**config.mk**
```make
export PLATFORM = sky130hd
export DESIGN_NAME = irq_sequencer
export DESIGN_NICKNAME = d
export VERILOG_FILES = /design/src/rtl/irq_sequencer.sv
export SDC_FILE = /design/constraint.sdc
export NUM_CORES = 1
export LEC_CHECK = 0
export BUFFER_PORTS_ARGS = -buffer_cell sky130_fd_sc_hd__clkbuf_2
export CAP_MARGIN = 20
export CORE_ASPECT_RATIO = 1.25
export CORE_MARGIN = 2
export CORE_UTILIZATION = 49
export DETAILED_ROUTE_END_ITERATION = 6
export GPL_TIMING_DRIVEN = 0
export PLACE_DENSITY = 0.83
export SLEW_MARGIN = 20
export SYNTH_ARGS = -nofsm -noshare
export SYNTH_HDL_FRONTEND = slang
export SYNTH_SLANG_ARGS = --single-unit
```
**constraint.sdc**
```tcl
create_clock -name clk -period 2.75 [get_ports clk]
set_clock_uncertainty 0.05 [all_clocks]
set_input_delay 0.1375 -clock clk [delete_from_list [all_inputs] [get_ports clk]]
set_output_delay 0.1375 -clock clk [all_outputs]
set_load 0.1 [all_outputs]
```
**src/rtl/irq_sequencer.sv**
```systemverilog
// irq_sequencer - interrupt controller for the 16-bit CPU.
//
// Latches rising edges on the request lines and picks the winner by fixed
// priority (line 0 highest). A line must be both pending and enabled to win,
// and the global mask flag (f_bus[2]) must be clear. The handshake with the
// control unit happens at instruction boundaries. After that the controller
// sequences the flags register in this order: push, mask, vector delivery,
// and restore after return-from-interrupt.
//
// Ports:
//   clk          system clock, rising edge
//   rst_n        asynchronous active-low reset
//   irq          request lines, already synchronous to clk
//   en_we        write strobe for the enable register
//   en_wdata     new enable mask
//   f_bus        flags from the flags register; bit 2 is the interrupt mask
//   cpu_boundary control unit is at an instruction boundary this cycle
//   int_ack      control unit accepts interrupt entry
//   reti         return-from-interrupt executed
//   int_req      interrupt entry requested
//   flag_push    strobe: flags register drives bus1 for stacking
//   flag_mask    strobe: set the interrupt mask bit
//   flag_load    strobe: flags register reloads from bus1
//   vec_valid    vec_out holds the handler address
//   vec_out      handler address
//   active_id    id of the granted line (zero-extended)
//   busy         sequencer is not idle
module irq_sequencer #(
  parameter int          N_IRQ      = 4,
  parameter logic [15:0] VEC_BASE   = 16'h0010,
  parameter logic [15:0] VEC_STRIDE = 16'h0004
) (
  input  logic             clk,
  input  logic             rst_n,
  input  logic [N_IRQ-1:0] irq,
  input  logic             en_we,
  input  logic [N_IRQ-1:0] en_wdata,
  input  logic [2:0]       f_bus,
  input  logic             cpu_boundary,
  input  logic             int_ack,
  input  logic             reti,
  output logic             int_req,
  output logic             flag_push,
  output logic             flag_mask,
  output logic             flag_load,
  output logic             vec_valid,
  output logic [15:0]      vec_out,
  output logic [2:0]       active_id,
  output logic             busy
);

  typedef enum logic [2:0] {
    IDLE, REQ, PUSH, MASK, VECTOR, SERVICE, RESTORE
  } state_t;

  state_t state, state_next;

  logic [N_IRQ-1:0] irq_q, pending, en;
  logic [N_IRQ-1:0] rise, eligible, clear;
  logic [2:0]       id, winner;
  logic [15:0]      vec, vec_calc;
  logic             masked;

  // Only the interrupt mask bit of the flags is used here.
  logic unused_flags;
  assign unused_flags = ^f_bus[1:0];

  assign masked   = f_bus[2];
  assign rise     = irq & ~irq_q;
  assign eligible = pending & en;
  assign vec_calc = VEC_BASE + 16'(id) * VEC_STRIDE;  // wraps modulo 2^16

  // Lowest-index eligible line wins. The loop descends so the last match
  // found is the lowest index.
  always_comb begin
    winner = 3'd0;
    for (int i = N_IRQ - 1; i >= 0; i--) begin
      if (eligible[i]) winner = 3'(i);
    end
  end

  // One-hot clear of the serviced line, asserted only in VECTOR.
  always_comb begin
    clear = '0;
    for (int i = 0; i < N_IRQ; i++) begin
      clear[i] = (state == VECTOR) && (id == 3'(i));
    end
  end

  always_ff @(posedge clk or negedge rst_n) begin
    if (!rst_n) begin
      state   <= IDLE;
      irq_q   <= '0;
      pending <= '0;
      en      <= '0;
      id      <= 3'd0;
      vec     <= 16'h0000;
    end else begin
      state   <= state_next;
      irq_q   <= irq;
      // A new rise in the same cycle as the clear wins, so that edge is kept.
      pending <= (pending & ~clear) | rise;
      if (en_we) en <= en_wdata;
      if (state == IDLE && state_next == REQ) id <= winner;
      // Load the vector one cycle early so vec_out is a plain register during
      // VECTOR. It keeps that value afterwards.
      if (state == MASK) vec <= vec_calc;
    end
  end

  always_comb begin
    state_next = state;
    unique case (state)
      IDLE:    if (eligible != '0 && !masked && cpu_boundary) state_next = REQ;
      REQ: begin
        if (int_ack)     state_next = PUSH;
        else if (masked) state_next = IDLE;  // withdrawn; pending bit kept
      end
      PUSH:    state_next = MASK;
      MASK:    state_next = VECTOR;
      VECTOR:  state_next = SERVICE;
      SERVICE: if (reti) state_next = RESTORE;
      RESTORE: state_next = IDLE;
      default: state_next = IDLE;
    endcase
  end

  // Moore outputs, decoded from the state register only.
  always_comb begin
    int_req   = (state == REQ);
    flag_push = (state == PUSH);
    flag_mask = (state == MASK);
    vec_valid = (state == VECTOR);
    flag_load = (state == RESTORE);
    busy      = (state != IDLE);
    vec_out   = vec;
    active_id = id;
  end

endmodule

```
==> summary.txt <==
Drt
  – DR vias: 717
  – Remaining DRCs: 0
  – Antenna-violating nets left: 0
  – DR vias/cell: 4.72
  – Wirelength per Cell: ~11 µm
  – DRT Pass-1 Iters: 4
  – Drt first-iter violations: 10
  – Post-Route WL: 1.69 mm

Clock tree
  – Hold Buf Count CTS: 5
  – Clk_lat worst skew: 0.30 ns
  – Max Root-Sink Buffers: 2
  – Number of buffers created by CTS: 3
  – CTS tree: done
  – Clk slew on worst S/H paths: 0.10 ns
  – # resized after CTS: 0
  – H-tree levels: 1
  – Post-CTS setup buffer count: 0
  – TritonCTS sink count: 20
  – CTS root buf: clkbuf_4

Setup path
  – Crit-path max FO: 6
  – Startpoint Class: flip-flop
  – R2R depth: 4
  – Max incr delay on CP: 0.46 ns
  – Req. time, crit path: 2.56 ns
  – Worst path top cell family by delay: buffers and inverters
  – Crit path depth: 4
  – Data arrival time of the worst path: 1.69 ns
  – CP cell instances: inv_1 -> nand3_1 -> inv_1 -> clkbuf_2
  – Top cell by count, worst path: inv_1
  – Worst r2r src: state[0]$_DFF_PN0_
  – WS Path Type: reg -> out
  – Crit end category: output pin
  – WP buf/inv: 3
  – Critical Path Slowest Stage Cell: dfrtp_1
  – R2R setup slack: 1.01 ns
  – Crit Reg-Reg Endpoint: active_id[0]$_DFFE_PN0P_

Yosys
  – Synth Warn #: 0
  – Post-synth top area share: 0.525
  – Synth top area cells: dfrtp_1 (52%), buf_4 (11%), mux2_2 (7.1%), o21ai_0 (5.2%), inv_1 (3.1%)
  – Library cells used by synthesis: 25
  – Synth area leader: dfrtp_1
  – Cell area after synthesis: between 900 and 1000 µm²
  – Syn Area/Cell: 11.0 µm²
  – Synth Register Bits: 20
  – Synthesized instance count: 87
  – Register area share after synthesis: 0.525

Layout
  – Design area: 1240 µm²
  – Antenna fix cells: 0
  – Commonest non-fill, non-tap cell in the layout: clkbuf_2
  – Nets@finish: 152
  – P&R area growth vs syn: 29.9%
  – Final Util: 0.685
  – Most frequent cells in the layout: clkbuf_2 (25), dfrtp_1 (20), buf_4 (14), conb_1 (14), o21ai_0 (10)
  – Ratio of cells with drive above 1 in the final layout: 0.421

STA
  – Hold Worst Slack: ~0.0099 ns
  – Final period util: 0.682
  – RSZ-0062 raised after global routing: no
  – Worst Tran Pin Value: 0.553 ns
  – Fmax: 533 MHz
  – Final Setup Violations: 0
  – Slew Viols, Final: 0
  – Setup TNS: 0 ns
  – Final hold violation count: 0
  – Min Clock Period, post-route: about 1.9 ns
  – Worst slew margin: 0.633

Global routing
  – GR Util met1: 0.186
  – Global-route wire length before repair: 2.83 mm
  – Largest net degree at the start of global routing: 21
  – Initial antenna violation count: 0
  – GR peak layer: met2
  – Gr ovfl total: 0
  – Gr usage total: 0.171
  – Vias in the first global route: 699
  – GR Util met3: 0.0307
  – GR Util met2: 0.296

Floorplan
  – Die footprint: 2320 µm²
  – Die X: 43.5 µm
  – Starting Density: 0.527
  – FP Rows: 17
  – Core area: between 1500 and 2000 µm²
  – Die H: 53.3 µm
  – # IOs: 42

Worst hold path
  – Hold path cells: 2
  – Hold Crit Class: in -> reg
  – Hold path start: en_wdata[3]
  – Worst Hold End: en[3]$_DFFE_PN0P_

Flow run
  – # Max-Cap Violations: 0

Place
  – Placer Congestion: 0.773
  – Placed inst area: 1170 µm²
  – I/O Buffers: 25
  – Post-DP HPWL: 1.34 mm

Status
  – Outcome: completed
-- synthesized netlist by cell type --
library cell / n
a22oi_1: 2
o21ai_0: 10
or3_4: 1
inv_1: 8
nor3b_1: 2
o32ai_1: 1
a211o_1: 1
nor3_1: 2
buf_4: 14
nand2b_1: 3
a32oi_1: 1
nor2_1: 2
nand3_1: 1
buf_6: 1
o32a_1: 1
buf_2: 1
xnor2_1: 1
conb_1: 1
mux2_2: 6
nand2_1: 4
mux2_1: 1
dfrtp_1: 20
a31o_2: 1
a21oi_1: 1
a211oi_2: 1
-- kinds of logic after synthesis --
family / after synthesis / synth area share
buf+inv: 24 / 0.159
flops: 20 / 0.525
compound gates: 19 / 0.134
simple gates: 15 / 0.0866
mux: 7 / 0.0827
xor+xnor: 1 / 0.00919
other cells: 1 / 0.00393
-- worst max-delay path by stage --
stage / end / from
global route: flag_mask / state[2]$_DFF_PN0_
finish: flag_mask / state[2]$_DFF_PN0_
detailed placement: active_id[0]$_DFFE_PN0P_ / state[1]$_DFF_PN0_
CTS: flag_mask / state[2]$_DFF_PN0_
floorplan: pending[1]$_DFF_PN0_ / state[0]$_DFF_PN0_
global placement: active_id[0]$_DFFE_PN0P_ / state[0]$_DFF_PN0_
-- flip-flops by register name (all words and copies together), names as in the netlist --
register and flops:
state 3, active_id 2, irq_q 4, pending 4, en 4, vec_out 3
-- layout make-up --
class	instances	area (µm²)
Sequential cell	20	500
Fill cell	139	569
Multi-Input combinational cell	56	365
Tap cell	19	23.8
Buffer	16	121
Inverter	8	30.0
Timing Repair Buffer	30	175
Clock buffer	3	22.5
-- metrics by stage --
stage / setup WS (ns) / instances
floorplan: 0.399 / 100
global placement: 1.07 / 144
detailed placement: 1.02 / 144
CTS: 0.880 / 152
global route: 0.763 / 152
finish: 0.874 / 152
-- metal layers --
layer | part of all wire | routed length, µm | vias to the layer above
met5 | 0 | 0 | -
met4 | 0.034 | 57 | 0
met3 | 0.059 | 100 | 7
met2 | 0.52 | 887 | 29
met1 | 0.38 | 647 | 318
li1 | - | - | 363
Power is left out: the tool's default activity adds up to more than one toggle a clock period on the data nets, which glitch-free logic cannot reach.
